[src/rtl/alu_pkg.sv]
// alu_pkg: op codes, FSM state encoding and helpers shared by the multicycle ALU
package alu_pkg;
  localparam logic [3:0] OP_ADD  = 4'b0000;
  localparam logic [3:0] OP_SUB  = 4'b1000;
  localparam logic [3:0] OP_SLL  = 4'b0001;
  localparam logic [3:0] OP_SLT  = 4'b0010;
  localparam logic [3:0] OP_SLTU = 4'b0011;
  localparam logic [3:0] OP_XOR  = 4'b0100;
  localparam logic [3:0] OP_SRL  = 4'b0101;
  localparam logic [3:0] OP_SRA  = 4'b1101;
  localparam logic [3:0] OP_OR   = 4'b0110;
  localparam logic [3:0] OP_AND  = 4'b0111;
  localparam logic [1:0] S_IDLE  = 2'd0;
  localparam logic [1:0] S_SHIFT = 2'd1;
  localparam logic [1:0] S_DONE  = 2'd2;
  function automatic int shamt_w(input int width);
    return $clog2(width);
  endfunction
  function automatic logic is_shift_op(input logic [3:0] o);
    return o == OP_SLL || o == OP_SRL || o == OP_SRA;
  endfunction
endpackage

[src/rtl/alu_shift_step.sv]
// alu_shift_step: combinational shifter moving an operand by at most STEP bits
module alu_shift_step #(
  parameter int WIDTH = 32,
  parameter int STEP = 1,
  parameter int AW = $clog2(STEP) + 1
) (
  input  logic [WIDTH-1:0] operand,
  input  logic [AW-1:0]    amount,
  input  logic             dir,
  input  logic             arith,
  output logic [WIDTH-1:0] shifted
);
  logic [WIDTH:0] ext;
  // extend by one bit carrying the fill value so one signed shift covers SRL and SRA
  always_comb begin
    ext = {arith & operand[WIDTH-1], operand};
    shifted = dir ? WIDTH'($signed(ext) >>> amount) : operand << amount;
  end
endmodule

[src/rtl/alu_multicycle.sv]
// alu_multicycle: RV32I integer ALU with valid/ready handshakes and iterative shifter
module alu_multicycle import alu_pkg::*; #(
  parameter int WIDTH = 32,
  parameter int SHIFT_STEP = 1
) (
  input  logic             clk,
  input  logic             rst,
  input  logic             req_valid,
  output logic             req_ready,
  input  logic [3:0]       op,
  input  logic [WIDTH-1:0] a,
  input  logic [WIDTH-1:0] b,
  output logic             resp_valid,
  input  logic             resp_ready,
  output logic [WIDTH-1:0] res,
  output logic             err
);
  localparam int SW = shamt_w(WIDTH);
  localparam int AW = $clog2(SHIFT_STEP) + 1;
  logic [1:0]       state;
  logic [WIDTH-1:0] sh, shifted, alu_res;
  logic [SW-1:0]    rem, shamt;
  logic [AW-1:0]    amt;
  logic [WIDTH:0]   sum;
  logic             dir, arith, sub, legal, last, lt_s, lt_u;
  assign req_ready = state == S_IDLE;
  assign resp_valid = state == S_DONE;
  // single adder serves ADD/SUB/SLT/SLTU; logic ops and result select are direct
  always_comb begin
    shamt = b[SW-1:0];
    sub = op == OP_SUB || op == OP_SLT || op == OP_SLTU;
    legal = is_shift_op(op) || sub || op == OP_ADD || op == OP_XOR || op == OP_OR || op == OP_AND;
    sum = {1'b0, a} + {1'b0, sub ? ~b : b} + (WIDTH+1)'(sub);
    lt_s = (a[WIDTH-1] ^ b[WIDTH-1]) ? a[WIDTH-1] : sum[WIDTH-1];
    lt_u = !sum[WIDTH];
    alu_res = (op == OP_ADD || op == OP_SUB) ? sum[WIDTH-1:0] :
              op == OP_SLT  ? WIDTH'(lt_s) :
              op == OP_SLTU ? WIDTH'(lt_u) :
              op == OP_XOR  ? a ^ b :
              op == OP_OR   ? a | b :
              op == OP_AND  ? a & b : a;
    last = {1'b0, rem} <= (SW+1)'(SHIFT_STEP);
    amt = last ? AW'(rem) : AW'(SHIFT_STEP);
  end
  alu_shift_step #(.WIDTH(WIDTH), .STEP(SHIFT_STEP), .AW(AW)) u_step (
    .operand(sh),
    .amount(amt),
    .dir(dir),
    .arith(arith),
    .shifted(shifted)
  );
  // request capture, shift iteration and response handshake
  always_ff @(posedge clk) begin
    if (rst) begin
      state <= S_IDLE;
      sh <= '0;
      rem <= '0;
      dir <= 1'b0;
      arith <= 1'b0;
      res <= '0;
      err <= 1'b0;
    end else if (state == S_IDLE && req_valid) begin
      sh <= a;
      rem <= shamt;
      dir <= op[2];
      arith <= op[3];
      if (legal && is_shift_op(op) && shamt != '0) begin
        state <= S_SHIFT;
      end else begin
        state <= S_DONE;
        res <= legal ? alu_res : '0;
        err <= !legal;
      end
    end else if (state == S_SHIFT) begin
      sh <= shifted;
      rem <= last ? '0 : rem - SW'(SHIFT_STEP);
      if (last) begin
        state <= S_DONE;
        res <= shifted;
        err <= 1'b0;
      end
    end else if (state == S_DONE && resp_ready) begin
      state <= S_IDLE;
    end
  end
endmodule
[config.mk]
export PLATFORM = sky130hd
export DESIGN_NAME = alu_multicycle
export DESIGN_NICKNAME = d
export VERILOG_FILES = /design/src/rtl/alu_pkg.sv /design/src/rtl/alu_shift_step.sv /design/src/rtl/alu_multicycle.sv
export SDC_FILE = /design/constraint.sdc
export NUM_CORES = 1
export LEC_CHECK = 0
export BUFFER_PORTS_ARGS = -buffer_cell sky130_fd_sc_hd__buf_2
export CORE_UTILIZATION = 60
export DETAILED_ROUTE_END_ITERATION = 10
export PLACE_DENSITY = 0.79
export REMOVE_ABC_BUFFERS = 1
export SLEW_MARGIN = 5
export SYNTH_ARGS = -nofsm -noshare
export SYNTH_HDL_FRONTEND = slang
export SYNTH_SLANG_ARGS = --single-unit
[constraint.sdc]
create_clock -name clk -period 6.6 [get_ports clk]
set_clock_uncertainty 0.05 [all_clocks]
set_input_delay 1.32 -clock clk [delete_from_list [all_inputs] [get_ports clk]]
set_output_delay 1.32 -clock clk [all_outputs]
set_load 0.005 [all_outputs]
==> out/results.ini, run 1 <==
[detailed_routing]
wire_per_inst_um = 16.5
drcViolationCount = 1
via_per_inst = 6.13
first_iter_violations = 679
drtPass1Iterations = 10
ant_nets = 0
wl_mm = 22.1
vias = 8243

[synthesis]
synth_compound_gate_area_share_pct = 25.9
synth_common_cells = nor2_1 (188), a21oi_1 (106), ha_1 (98)
postSynthAreaPerCell_um2 = 7.31
synthCells = 1106
ys_warn_count = 0
synth_top_family_by_area = compound AO/OA/AOI/OAI gates
synth_ff_type = dfxtp_1
post-synth-top-area-fraction_pct = 18.3
async_flop_share_pct = 0
netlist_top_cells_area = dfxtp_1 (18%), ha_1 (15%), mux2i_1 (9.4%), nor2_1 (8.7%), a21oi_1 (6.6%)
synthMostInstantiatedCell = nor2_1
ys_seq_elements = 74
ys_types = 63
synth_enable_flop_cells = 0
synth_area_um2 = 8090
synth_top_cell_by_area = dfxtp_1
ys_seq_area_share_pct = 18.3
synth_mux_area_share_pct = 9.41
synth_xor_area_share_pct = 6.61
synth_fa_ha_area_share_pct = 15.4
synthSimpleGateAreaFrac_pct = 16.6

[place]
place.gp.congestion = 0.938
place_ws_ps = 972
placed_cells = 1328
dp_hpwl_mm = 15.6
io_buffer_count = 106

[worst_setup_path]
rrSetupSlack_ps = 3500
r2r-end = res[30]
r2r_start = state[1]
critPathMaxFanout = 59
cp-end-kind = flop
worstPathArrival_ps = 5210
rr_worst_depth = 8
critPathMaxStageDelay_ps = 570
crit_slowest_cell = buf_4
worstPathRequired_ps = 6780
worst-setup-path-type = in2reg
crit_chain = buf_2 -> buf_4 -> and2_1 -> a21oi_4 -> buf_4 -> xnor2_1 -> fa_1 -> a211oi_1 -> o21ai_1 -> o31ai_2 -> a21oi_1 -> a31o_2 -> a31o_2 -> xor2_1 -> a211oi_1 -> nor3_1
startpoint_type = primary input

[die]
fp-row-count = 42
die_y_um = 118
dieArea_um2 = 13900
ios = 107
die_w_um = 118
initial_core_util_pct = 61.3
core_um2 = 13200

[timing]
fmax_mhz = 199
slew_headroom_pct = 28.4
period_minus_slack_ps = 5030
hold_viol_final = 0
finalSetupTns_ps = 0
rsz0062_at_grt = false
period_share_pct = 76.3
fin_ws_ps = 1570
setup-violations-final = 0
worst_slew_pin_slew_ps = 1070
drv_slew = 0
whs_ps = 415

[global_routing]
grt_pass1_vias = 7678
antenna_found_initial = 0
grt_usage_pct = 32.7
grt_max_degree = 65
grt_overflow = 0
grt_pass1_wl_mm = 37.4

[flow_run]
cap_violations = 0

[clock_tree]
clk_pin_slew_worst_paths_ps = 60
cts_inserted_buffers = 9
root_buffer = clkbuf_16
cts_hold_buf = 0
cts_sinks = 74
cts_resized = 0
cts_tree = built
htree_num_levels = 3
clk_latency_ps = 350
clock_path_buffers = 2
postCtsSetupBuffers = 0

[finish]
drive_gt1_share_pct = 13.9
finalNetCount = 1334
fill_cells = 1178
antenna_cells = 0
area_delta_synth_final_pct = 11.2
final_cell_count_no_fill = 1344

[hold_path]
min-delay-start = arith
min_path_type = reg2reg
worstHoldPathCells = 2
whs_endpoint = arith

[status]
status = complete, but fails checks
violations = DRC

[power_and_ir_drop]
vdd_drop_max_uv = 140
power_density_nw_per_um2 = 202
p_leak_nw = 4.23
finalPower_mw = 1.82

flip-flops by register name (all words and copies together) (netlist names):
register  cells
arith         1
dir           1
err           1
rem           5
res          32
sh           32
state         2
metrics by stage:
step / utilization (%) / area, um2
6_report: 68.1 / 8990
2_1_floorplan: - / 7800
3_5_place_dp: 65.8 / 8680
5_1_grt: 68.1 / 8990
4_1_cts: 68.1 / 8980
3_3_place_gp: 65.8 / 8680
routing by layer:
layer / wire, um / GRT usage, %
met1: 9700 / 42.0
met2: 10400 / 55.1
met3: 1650 / 5.33
met4: 432 / 11.6
met5: 0 / 0
worst max-delay path: cells and delay by family:
kind | cells | cell delay, ps
buffers and inverters | 3 | 920
AO/OA/AOI/OAI | 8 | 1800
AND/OR/NAND/NOR | 2 | 400
adder cells (fa/ha/maj) | 1 | 430
XOR/XNOR | 2 | 340
area by class of cell:
cell class / count / area, um2 / share of cell area, %
clock buffer: 11 / 253 / 2.81
clock inverter: 5 / 52.6 / 0.585
inverter: 91 / 342 / 3.80
multi-input combinational: 870 / 6020 / 67.0
sequential: 74 / 1480 / 16.5
tap: 176 / 220 / 2.45
timing repair buffer: 117 / 613 / 6.82
worst max-delay path by stage:
stage	from	end	slack, ps	cells past startpoint
2_1_floorplan	op[3]	res[24]	290	14
3_3_place_gp	op[0]	res[24]	1070	15
3_5_place_dp	op[0]	res[24]	970	15
4_1_cts	op[0]	res[24]	1330	15
5_1_grt	op[1]	res[20]	1230	16
6_report	op[1]	res[24]	1570	16
power breakdown:
group | switching [mW] | leakage (nW) | internal, mW
Combinational | 0.464 | 3.47 | 0.301
Clock | 0.208 | 0.151 | 0.311
Sequential | 0.0396 | 0.610 | 0.493
Total | 0.712 | 4.23 | 1.11
cells by family after synthesis:
| kind of cell | count (synthesis) |
|---|---|
| compound gates | 319 |
| xor+xnor | 61 |
| fa+ha+maj | 99 |
| buf+inv | 162 |
| flops | 74 |
| mux | 76 |
| simple gates | 315 |
layout by cell type (no fill, tap or decap), types with 3 or more instances in the layout:
cell type,n
nor2_1,186
buf_2,106
a21oi_1,105
ha_1,98
inv_1,90
mux2i_1,76
dfxtp_1,73
nand2_1,55
xnor2_1,46
o21ai_0,46
a221oi_1,33
nor3_1,28
a211oi_1,22
o22ai_1,20
xor2_1,15
o211ai_1,14
a21o_1,12
buf_4,11
o221ai_1,9
clkbuf_16,9
a22oi_1,8
nand3_1,8
a31oi_1,7
nand4_1,6
o21ai_1,6
o21bai_1,5
o21a_1,5
nor3b_1,4
nor2_4,3
nor2b_1,3
nor4_1,3
o41ai_1,3
a31o_2,3
clkinv_2,3
Power figures use the tool's default switching activity.
==> run 2: changes to the inputs <==
- clock period: 6.6 -> 4.9 ns (I/O delays scaled with it)
==> out/results.ini, run 2 (same netlist as run 1, synthesis figures left out) <==
[finish]
fill_cells = 1194
drive_gt1_share_pct = 13.8
final_common_cell = nor2_1
final_cell_mix = nor2_1 (186), buf_2 (106), a21oi_1 (105)
finalNetCount = 1340
area_delta_synth_final_pct = 11.1
top_regs = res (32), sh (32), rem (5)
post-route-util_pct = 68.1

[worst_setup_path]
crit_chain = buf_2 -> nor2_1 -> and2_1 -> a21oi_4 -> buf_4 -> xnor2_1 -> ha_1 -> o211ai_1 -> o21ai_1 -> o31ai_2 -> a21oi_1 -> a211oi_1 -> o21bai_1 -> xor2_1 -> a211oi_1 -> nor3_1
crit_slowest_cell = a211oi_1
startpoint_type = primary input
worst_path_most_repeated_cell = a211oi_1
cp_num_buf_inv = 2
critPathMaxFanout = 18
worst-setup-path-type = in2reg
critPathMaxStageDelay_ps = 490
worstPathRequired_ps = 5050
worstPathArrival_ps = 4480
crit_family = compound AO/OA/AOI/OAI gates
cp-end-kind = flop

[timing]
period_minus_slack_ps = 4340
rsz0062_at_grt = false
finalSetupTns_ps = 0
slew_headroom_pct = 36.8
drv_slew = 0
period_share_pct = 88.5
hold_viol_final = 0
worst_slew_pin_slew_ps = 947
setup-violations-final = 0
fmax_mhz = 231

[place]
io_buffer_count = 106
place.gp.congestion = 1.00
dp_hpwl_mm = 16.4

[clock_tree]
clock_path_buffers = 2
postCtsSetupBuffers = 0
htree_num_levels = 3
cts_hold_buf = 0
cts_sinks = 74
clk_pin_slew_worst_paths_ps = 60
clk_latency_ps = 350
root_buffer = clkbuf_16
cts_inserted_buffers = 9
cts_resized = 0
cts_tree = built

[detailed_routing]
first_iter_violations = 746
ant_nets = 0
drtPass1Iterations = 6
wl_mm = 22.7
wire_per_inst_um = 16.8
via_per_inst = 6.21
drcViolationCount = 0
vias = 8368

[global_routing]
grt_overflow = 0
antenna_found_initial = 0
grt_usage_pct = 32.7
grt_max_degree = 42
grt_pass1_wl_mm = 37.3
grt_pass1_vias = 7679

[die]
core_um2 = 13200
initial_core_util_pct = 61.3
fp-row-count = 42
die_w_um = 118
ios = 107
die_y_um = 118
dieArea_um2 = 13900

[power_and_ir_drop]
p_leak_nw = 4.23
power_density_nw_per_um2 = 266
finalPower_mw = 2.39
vdd_drop_max_uv = 177

[flow_run]
cap_violations = 0

[hold_path]
min_path_type = reg2reg

[status]
status = completed

[run 2: layer usage]
layer / track usage, % / vias to the layer above / routed length (um)
met1: 42.4 / 3878 / 9860
li1: - / 4042 / -
met5: 0 / - / 0
met3: 3.44 / 50 / 1650
met2: 54.9 / 398 / 10600
met4: 14.1 / 0 / 565
[run 2: final timing paths]
kind / slack (ps) / cells after the start / to / from
worst max-delay path: 560 / 16 / res[20] / op[3]
worst min-delay path: 410 / 2 / arith / arith
worst max register to register: 1950 / 9 / res[0] / rem[0]
worst min register to register: 410 / 2 / arith / arith
[run 2: metrics by stage]
stage | hold WS, ps | setup slack [ps] | cells | area, um2
floorplan | 381 | -1070 | 1035 | 7800
global placement | 398 | 403 | 1334 | 8720
detailed placement | 402 | 221 | 1334 | 8720
CTS | 409 | 581 | 1347 | 8980
global route | 436 | 252 | 1347 | 8980
finish | 407 | 564 | 1348 | 8980
[run 2: power breakdown]
group          internal (mW)  switching (mW)
Combinational          0.412           0.635
Sequential             0.664          0.0528
Clock                  0.363           0.262
[run 2: layout make-up]
cell class | count | area, um2 | area share [%]
clock buffer | 13 | 260 | 2.90
multi-input combinational | 870 | 6010 | 67.0
inverter | 91 | 342 | 3.80
tap | 176 | 220 | 2.45
timing repair buffer | 123 | 658 | 7.33
sequential | 74 | 1480 | 16.5
antenna | 1 | 2.50 | 0.0279
[run 2: worst register-to-register path, cell delays in order, from the launching register on]
cell	delay [ps]
dfxtp_1	490
ha_1	200
o21ai_1	220
nor2_4	690
buf_4	430
o21ai_0	140
nand2_1	150
a21oi_1	110
nor4_1	250
a21oi_1	110
